## src/rtl/charlieplex_keyscan.sv

```systemverilog
// Charlieplexed key-matrix scanner: drives one column at a time, debounces every key,
// and streams press/release events to a consumer over a valid/ready handshake.
module charlieplex_keyscan #(
    parameter int PINCOUNT       = 4,
    parameter int SETTLE_CYCLES  = 4,
    parameter int DEBOUNCE_SCANS = 2,
    localparam int KEYS    = PINCOUNT * (PINCOUNT - 1),
    localparam int KEYBITS = (KEYS > 1) ? $clog2(KEYS) : 1
) (
    input  logic                clk,
    input  logic                rst,
    input  logic                enable,
    input  logic [PINCOUNT-1:0] pin_in,
    output logic [PINCOUNT-1:0] out_en,
    output logic [PINCOUNT-1:0] out_value,
    output logic [KEYS-1:0]     keystate,
    output logic                event_valid,
    input  logic                event_ready,
    output logic [KEYBITS-1:0]  event_key,
    output logic                event_pressed
);

    localparam int CBITS = (PINCOUNT > 2) ? $clog2(PINCOUNT) : 1;
    localparam int SBITS = $clog2(SETTLE_CYCLES);
    localparam int DBITS = $clog2(DEBOUNCE_SCANS + 1);

    typedef enum logic [2:0] {IDLE, DRIVE, GAP, UPDATE, EMIT} state_t;

    state_t               state, state_next;
    logic [PINCOUNT-1:0]  pin_meta, pin_sync;
    logic [CBITS-1:0]     col;
    logic [SBITS-1:0]     settle;
    logic [KEYBITS-1:0]   key_idx;
    logic [KEYS-1:0]      raw, stable, pending;
    logic [DBITS-1:0]     cnt [KEYS];
    logic                 settle_last, col_last, key_last, advance;
    logic [PINCOUNT-1:0]  col_onehot;

    // Key (x,y): column x drives through the diode into row y; the diagonal is skipped.
    function automatic int key_index(input int x, input int y);
        return (x > y) ? (PINCOUNT - 1) * x + y : (PINCOUNT - 1) * x + y - 1;
    endfunction

    assign settle_last = (settle == SBITS'(SETTLE_CYCLES - 1));
    assign col_last    = (col == CBITS'(PINCOUNT - 1));
    assign key_last    = (key_idx == KEYBITS'(KEYS - 1));
    assign col_onehot  = PINCOUNT'(1) << col;
    assign keystate    = stable;

    // Handshake: an event transfers on a rising edge where event_valid and event_ready are
    // both high; event_valid/key/pressed come only from registers, never from event_ready.
    always_comb begin
        state_next    = state;
        out_en        = '0;
        out_value     = '0;
        event_valid   = 1'b0;
        event_key     = '0;
        event_pressed = 1'b0;
        advance       = 1'b0;
        case (state)
            IDLE: if (enable) state_next = DRIVE;
            DRIVE: begin
                out_en    = col_onehot;
                out_value = col_onehot;
                if (!enable)          state_next = IDLE;
                else if (settle_last) state_next = GAP;
            end
            GAP: begin
                if (!enable)       state_next = IDLE;
                else if (col_last) state_next = UPDATE;
                else               state_next = DRIVE;
            end
            UPDATE: state_next = EMIT;
            EMIT: begin
                event_valid   = pending[key_idx];
                event_key     = key_idx;
                event_pressed = pending[key_idx] & stable[key_idx];
                advance       = !pending[key_idx] || event_ready;
                if (advance && key_last) state_next = enable ? DRIVE : IDLE;
            end
            default: state_next = IDLE;
        endcase
    end

    always_ff @(posedge clk) begin
        if (rst) begin
            state    <= IDLE;
            pin_meta <= '0;
            pin_sync <= '0;
            col      <= '0;
            settle   <= '0;
            key_idx  <= '0;
            raw      <= '0;
            stable   <= '0;
            pending  <= '0;
            for (int k = 0; k < KEYS; k++) cnt[k] <= '0;
        end else begin
            state    <= state_next;
            pin_meta <= pin_in;
            pin_sync <= pin_meta;
            case (state)
                IDLE: begin
                    col     <= '0;
                    settle  <= '0;
                    key_idx <= '0;
                end
                DRIVE: begin
                    if (!enable) begin
                        col    <= '0;
                        settle <= '0;
                    end else if (settle_last) begin
                        settle <= '0;
                        for (int y = 0; y < PINCOUNT; y++)
                            if (y != int'(col)) raw[key_index(int'(col), y)] <= pin_sync[y];
                    end else begin
                        settle <= settle + 1'b1;
                    end
                end
                GAP: col <= col_last ? '0 : col + 1'b1;
                UPDATE: begin
                    key_idx <= '0;
                    // A key flips only after DEBOUNCE_SCANS consecutive scans disagreeing with it.
                    for (int k = 0; k < KEYS; k++) begin
                        if (raw[k] == stable[k]) begin
                            cnt[k] <= '0;
                        end else if (cnt[k] + 1'b1 == DBITS'(DEBOUNCE_SCANS)) begin
                            stable[k]  <= ~stable[k];
                            pending[k] <= 1'b1;
                            cnt[k]     <= '0;
                        end else begin
                            cnt[k] <= cnt[k] + 1'b1;
                        end
                    end
                end
                EMIT: begin
                    if (advance) begin
                        pending[key_idx] <= 1'b0;
                        key_idx          <= key_last ? '0 : key_idx + 1'b1;
                    end
                end
                default: ;
            endcase
        end
    end

endmodule

```

## config.mk

```make
export PLATFORM = sky130hd
export DESIGN_NAME = charlieplex_keyscan
export DESIGN_NICKNAME = d
export VERILOG_FILES = /design/src/rtl/charlieplex_keyscan.sv
export SDC_FILE = /design/constraint.sdc
export NUM_CORES = 1
export LEC_CHECK = 0
export CORE_ASPECT_RATIO = 1.4
export CORE_MARGIN = 8
export CORE_UTILIZATION = 55
export DETAILED_ROUTE_END_ITERATION = 10
export GPL_TIMING_DRIVEN = 0
export PLACE_DENSITY = 0.77
export SYNTH_ARGS = -nofsm -noshare
export SYNTH_HDL_FRONTEND = slang
export SYNTH_SLANG_ARGS = --single-unit
```

## constraint.sdc

```tcl
create_clock -name clk -period 4.03 [get_ports clk]
set_clock_uncertainty 0.2 [all_clocks]
set_input_delay 0.806 -clock clk [delete_from_list [all_inputs] [get_ports clk]]
set_output_delay 0.806 -clock clk [all_outputs]
set_load 0.05 [all_outputs]
```

==> results of run 1 <==
area by class of cell:
class | instances | area share, %
Timing Repair Buffer | 32 | 5.73
Buffer | 36 | 3.06
Multi-Input combinational cell | 401 | 48.5
Clock buffer | 10 | 4.24
Inverter | 34 | 2.26
Sequential cell | 79 | 32.3
Tap cell | 105 | 2.33
Clock inverter | 6 | 1.60
metal layers:
layer / track usage (%) / part of all wire (%)
met5: 0 / 0
met4: 15.9 / 4.4
met3: 4.69 / 5.7
met2: 39.6 / 52
met1: 23.1 / 37
worst paths after layout:
| kind | cells past startpoint | slack [ns] | start | to |
|---|---|---|---|---|
| setup / recovery | 5 | 0.19 | col[1] | out_en[3] |
| hold / removal | 1 | 0.24 | pin_meta[2] | pin_sync[2] |
| setup reg to reg | 14 | 0.31 | col[1] | raw[3] |
| hold reg to reg | 1 | 0.24 | pin_meta[2] | pin_sync[2] |
metrics by stage:
stage / cells / utilization, % / setup slack, ns
detailed placement: 687 / 61.9 / 0.143
finish: 703 / 65.9 / 0.187
CTS: 703 / 65.7 / 0.0791
global placement: 687 / 61.9 / 0.204
global route: 703 / 65.9 / 0.0728
floorplan: 550 / - / 0.808
flip-flops by register name, indices dropped and copies added (netlist names):
name      cells
cnt          24
keystate     12
pending      12
raw          12
key_idx       4
pin_meta      4
pin_sync      4
state         3
col           2
settle        2
critical path: stages, from the launching register on:
cell and delay (ns):
dfxtp_1 0.51, ha_1 0.23, clkbuf_1 0.37, clkbuf_2 0.35, and3_1 0.23, clkdlybuf4s50_1 0.81
logic make-up (layout without fill, tap and decap cells):
logic type	Yosys count	count (layout)	synth area share, %
mux	33	33	7.96
buf+inv	70	118	6.10
other cells	1	1	0.0774
fa+ha+maj	28	28	7.23
compound gates	105	105	15.7
flops	79	79	37.6
xor+xnor	13	13	2.35
simple gates	221	221	22.9
cells in the final DEF, fill, tap and decap left out, drive strengths merged, types with 3 or more instances in the layout:
cell type / instances
xnor2: 5
mux2i: 25
buf: 12
mux2: 4
nand4: 6
clkdlybuf4s50: 31
a32o: 11
nor3b: 4
o21ai: 20
or3: 8
dfxtp: 55
nand3: 30
a21oi: 24
and2: 4
o22ai: 4
a31oi: 9
nor2b: 14
xor2: 8
mux4: 4
ha: 28
nor3: 19
nand2: 64
inv: 35
a2bb2oi: 3
nor2: 43
edfxtp: 24
a32oi: 3
clkbuf: 34
nor4: 3
and3: 14
power breakdown:
part           internal [mW]  switching, mW  total [mW]
combinational         0.0325         0.0620      0.0946
clock                  0.562          0.328       0.890
sequential             0.832        0.00776       0.840
total                   1.43          0.398        1.82
timing repair:
item | 4_1_cts | 5_1_grt
gates cloned | 0 | 0
hold buffers | 0 | 0
resized for setup | 2 | 6
endpoints found under the setup margin | 2 | 4
==> metrics.txt, run 1 <==
TritonCTS Buffers=9; nets@finish=roughly 630; Post-Synthesis Cells=550; fill count=700; area of placed instances=between 5000 and 6000 sq um; critical path type=flop to output port; Worst VDD drop=~0.00030 V; Top Ports=34; Max Clk Rate=~0.26 GHz; # setup viols final=0; Fin. Hold Viols=0; yosys warns=0; first-pass GRT wire length=approximately 22 mm; Iter 0 DRT Violations=between 200 and 250; area grow syn2layout=16.4%; vias in the first global route=roughly 4300; die height=about 130 microns; Post-Layout Inst Area=5640 sq um; H-tree depth=3; clk slew on worst S/H paths=about 0.06 ns; clk root buf=clkbuf_16; Post-synth EDFFs=24; Vias/cell=roughly 6.2; drc violations=0; worst slew pin tran=1.15 ns; Seq/Total Area, Yosys=between 30 and 40%; Synth area leaders=dfxtp_1 23%, edfxtp_1 15%, ha_1 7.2%; initial antenna violation count=0; Tot GR Track Use=22.6%; Final HPWL DP=between 10 and 15 mm; post-layout power=1.82 mW; post-CTS setup buffer count=0; Min Clock Period, post-route=around 3.8 ns; routability cong.=1.02; Post-Synthesis Net Count=586; Core ar.=between 8000 and 9000 sq um; most common cell in the netlist=nand2_1; Mapped Area=~4800 sq um; setup TNS=0 ns; hold slack=roughly 0.24 ns; flops & latches, synth=slightly below 80; max-cap violations=0; later-pin clock latency in the skew report=between 0.3 and 0.4 ns; Worst Hold Class=flop to flop; CP required=between 3 and 4 ns; Syn Area/Cell=about 8.8 sq um; register area=between 1500 and 2000 sq um; die area=about 12000 sq um; run status=complete, no violations; Die Wd=95.3 microns; Pleak=around 2.3 nW; Starting Density=~57%; Top FF cell, synth=dfxtp_1; fin crit share=95.4%; CP endpoint kind=output port; leading area contributor after synthesis=dfxtp_1; largest net degree at the start of global routing=25; Buffers on Ports=32; Post-synth ARST share=0%; Total Wirelength=between 10 and 15 mm; Crit Path Max Fanout=10; remaining antenna violation count=0; max_slew headroom=between 20% and 30%; post-synth top area share=22.7%; WL/cell=approximately 19 microns; CTS tree=built; Worst setup SP type=flop; Multi-input gate area=2730 sq um; Commonest cells post-synth=63 x nand2_1, 55 x dfxtp_1, 43 x nor2_1; row count=40; Netlist cell types=approximately 80; layout cells sized above 1=8.36%; DRT Pass-1 Iters=5; grt total ovfl=0; pins over their slew limit=0; # clock sinks=a little under 80; RSZ-0062 raised after global routing=no; Clock Path Buffers=2; Cell Pwr Density=approximately 320 nW/um^2; vias=roughly 4400; crit path DAT=2.84 ns; # diodes=0
(Power assumes the default switching activity.)
==> run 2, diff against run 1 <==
Settings changed: GPL_TIMING_DRIVEN 0 to unset.
==> metrics.txt, run 2 (synthesis results as in run 1) <==
Sw Share=21.2%; later-pin clock latency in the skew report=~0.34 ns; fraction of power consumed by sequential logic=between 40% and 50%; max_slew headroom=between 50% and 60%; commonest cells after routing, fill and taps aside=63 x nand2_1, 55 x dfxtp_1, 43 x nor2_1; critical path type=flop to output port; Switching Power=397 uW; Pleak=approximately 2.2 nW; Fin. Hold Viols=0; top cell family by delay on the critical path=buffers and inverters; post-CTS setup buffer count=0; remaining antenna violation count=0; Tot GR Track Use=around 23%; max layer used=met4; Iter 0 DRT Violations=roughly 290; max FFs per register=24; area grow syn2layout=15.4%; grt total ovfl=0; Worst setup SP type=flop; fin crit share=between 90% and 100%; clk root buf=clkbuf_16; die height=127 microns; clk slew on worst S/H paths=0.06 ns; RSZ-0062 raised after global routing=no; DRT Pass-1 Iters=5; CTS tree=built; M1 WL=4.91 mm; Vias/cell=~6.3; Total Wirelength=between 10 and 15 mm; Min Clock Period, post-route=about 3.7 ns; run status=complete, no violations; # diodes=0; # clock sinks=slightly below 80; Top Ports=34; TritonCTS Buffers=9; pins over their slew limit=0; vias=about 4300; nets@finish=about 600; CP peak stage delay=around 0.70 ns; Comb pwr share=~4.7%; WL/cell=19.3 microns; Final HPWL DP=between 9 and 10 mm; drc violations=0; initial antenna violation count=0; cell with the largest stage delay on the worst path=clkdlybuf4s50_1; hold buffers post-CTS=0; crit path DAT=2.67 ns; row count=40; Clock Path Buffers=2; Clk pwr share=about half; Worst VDD drop=about 0.0004 V; Crit Path Max Fanout=11; Max Clk Rate=roughly 0.27 GHz; CP endpoint kind=output port; H-tree depth=3; Die Wd=around 95 microns; Buffers on Ports=33; internal power=about 1.5 mW; commonest non-fill, non-tap cell in the layout=nand2_1; max-cap violations=0; first-pass GRT wire length=~21 mm; Starting Density=between 50% and 60%; # setup viols final=0; crit path cell chain=inv_1 -> or3_1 -> nand4_1 -> o21ai_1 -> and3_1 -> clkdlybuf4s50_1; Core ar.=~8600 sq um; Final Util=65.3%; routability cong.=0.938; met2 WL=approximately 7.0 mm; Biggest register=cnt; Worst Hold Class=flop to flop; CP required=about 3.0 ns; worst slew pin tran=slightly above 0.7 ns; setup TNS=0 ns; vias in the first global route=roughly 4400; Cell Pwr Density=roughly 330 nW/um^2; largest net degree at the start of global routing=42; length of routed met3 wiring=602 microns; layout cells sized above 1=approximately 8%; die area=12100 sq um; Buf/Inv on CP=2; post-CTS sizing=0
==> run 2: power by group through the flow <==
stage | Clock (mW) | Combinational (mW) | Sequential [mW]
after floorplan | 0 | 0.0633 | 0.854
after global placement | 0 | 0.0852 | 0.861
after detailed placement | 0 | 0.0871 | 0.862
after CTS | 0.945 | 0.0870 | 0.845
after global routing | 0.982 | 0.0959 | 0.847
final | 0.936 | 0.0872 | 0.845
==> run 2: per-stage QoR <==
stage | instance area [sq um] | instances | worst slack, ns | hold WS, ns | total power [mW]
after floorplan | 4840 | 550 | 0.808 | 0.214 | 0.918
after global placement | 5240 | 666 | 0.681 | 0.218 | 0.947
after detailed placement | 5240 | 666 | 0.497 | 0.225 | 0.949
after CTS | 5590 | 682 | 0.354 | 0.239 | 1.88
after global routing | 5590 | 682 | 0.108 | 0.252 | 1.92
final | 5590 | 682 | 0.352 | 0.235 | 1.87
==> run 2: final timing paths <==
check                                     end         from  slack, ns  depth (start not counted)
worst max register to register         raw[3]       col[1]       0.44                         13
worst min register to register    pin_sync[0]  pin_meta[0]       0.24                          1
worst min-delay path              pin_sync[0]  pin_meta[0]       0.24                          1
worst max-delay path            event_pressed   key_idx[1]       0.35                          6
==> run 2: area by class of cell <==
| type | instances | area [sq um] |
|---|---|---|
| timing repair buffer | 47 | 435 |
| fill | 718 | 2970 |
| sequential | 79 | 1820 |
| clock buffer | 9 | 225 |
| inverter | 34 | 128 |
| multi-input combinational | 401 | 2730 |
| clock inverter | 7 | 120 |
| tap | 105 | 131 |
==> run 2: layer usage <==
metal,global-route usage [%],vias up
met1,23.4,1999
li1,-,2039
met5,0,-
met4,15.2,0
met2,39.9,194
met3,3.81,55
==> run 3, diff against run 2 <==
--- a/constraint.sdc
+++ b/constraint.sdc
@@ -4,2 +4,2 @@
 set_output_delay 0.806 -clock clk [all_outputs]
-set_load 0.05 [all_outputs]
+set_load 0.005 [all_outputs]
==> metrics.txt, run 3 (synthesis results as in run 1) <==
commonest non-fill, non-tap cell in the layout=nand2_1; Buffers on Ports=33; Max Clk Rate=between 0.2 and 0.3 GHz; post-CTS setup buffer count=0; first-pass GRT wire length=~21 mm; hold buffers post-CTS=0; setup TNS=0 ns; Crit Path Max Fanout=9; max_slew headroom=between 30% and 40%; vias in the first global route=between 4000 and 5000; CTS tree=built; layout cells sized above 1=between 7 and 8%; Min Clock Period, post-route=3.59 ns; area of placed instances=roughly 5200 sq um; Biggest register=cnt; # diodes=0; Cell Pwr Density=about 320 nW/um^2; die height=roughly 130 microns; nets@finish=around 600; TritonCTS Buffers=9; length of routed met3 wiring=around 760 microns; Final HPWL DP=about 9.4 mm; Post-Layout Inst Area=5530 sq um; Core ar.=8560 sq um; Die Wd=95.3 microns; later-pin clock latency in the skew report=0.34 ns; grt total ovfl=0; post-layout power=between 1.5 and 2 mW; Pleak=between 2 and 2.5 nW; largest net degree at the start of global routing=43; CP endpoint kind=flop; Placement Setup Slack=between 0.5 and 0.6 ns; worst slew pin tran=0.936 ns; H-tree depth=3; fin crit share=between 80% and 90%; RSZ-0062 raised after global routing=no; WL/cell=about 19 microns; Worst setup SP type=flop; die area=~12000 sq um; DRT Pass-1 Iters=5; Starting Density=between 50% and 60%; crit path DAT=around 3.6 ns; # clock sinks=79; CP required=a little over 4 ns; commonest cells after routing, fill and taps aside=63 x nand2_1, 55 x dfxtp_1, 43 x nor2_1; Clock Path Buffers=2; pins over their slew limit=0; max-cap violations=0; Final Worst Setup Slack=between 0.4 and 0.5 ns; critical path type=flop to flop; drc violations=0; Top Ports=34; Vias/cell=roughly 6.3; post-CTS sizing=0; routability cong.=roughly 0.93; row count=40; Tot GR Track Use=between 20% and 30%; Worst VDD drop=roughly 0.00025 V; max FFs per register=24; met2 WL=about 6.8 mm; area grow syn2layout=14.1%; M1 WL=a little under 5 mm; clk root buf=clkbuf_16; Iter 0 DRT Violations=365; remaining antenna violation count=0; # setup viols final=0; run status=complete, no violations; Total Wirelength=roughly 13 mm; max layer used=met4; Worst Hold Class=flop to flop; clk slew on worst S/H paths=0.06 ns; vias=about 4300; initial antenna violation count=0; Fin. Hold Viols=0
-- run 3: cell count changes in the layout (fill, tap and decap cells not counted), moves of 2 or more --
cell       change
buf_4          -3
bufinv_16      -2
clkinv_2       +2
clkinv_4       -2
-- run 3: cell type report --
type / instances / area (sq um)
Fill cell: 705 / 3030
Multi-Input combinational cell: 401 / 2730
Sequential cell: 79 / 1820
Timing Repair Buffer: 44 / 413
Clock buffer: 11 / 254
Tap cell: 105 / 131
Inverter: 34 / 128
Clock inverter: 5 / 53.8
-- run 3: path summary, 6_finish.rpt --
check	start	to	slack [ns]	depth (start not counted)
max	col[1]	raw[3]	0.44	13
min reg2reg	pin_meta[0]	pin_sync[0]	0.24	1
max reg2reg	col[1]	raw[3]	0.44	13
min	pin_meta[0]	pin_sync[0]	0.24	1
-- run 3: through the flow --
step	utilization (%)	instances	hold WS [ns]
after floorplan	-	550	0.214
after global routing	64.6	679	0.261
after CTS	64.6	679	0.242
after global placement	61.0	663	0.217
final	64.6	679	0.238
after detailed placement	61.0	663	0.228
-- run 3: report_power, final --
group | leakage, nW | internal [mW] | switching [mW]
Combinational | 1.36 | 0.0326 | 0.0492
Sequential | 0.693 | 0.832 | 0.0142
Clock | 0.151 | 0.515 | 0.322
-- run 3: worst max-delay path: stages (launching register included) --
cell	delay [ns]
dfxtp_1	0.49
inv_1	0.15
ha_1	0.33
nand3_1	0.14
ha_1	0.32
nor4b_1	0.25
a22o_1	0.18
ha_1	0.15
nor2b_1	0.16
nand2_1	0.13
nor4b_1	0.36
mux2_1	0.36
mux2i_1	0.14
a211oi_1	0.09
-- run 3: per-layer routing --
metal / global-route usage, % / vias to the layer above
met5: 0 / -
met4: 11.5 / 0
met3: 4.45 / 33
met2: 38.9 / 171
met1: 23.6 / 2050
li1: - / 2024
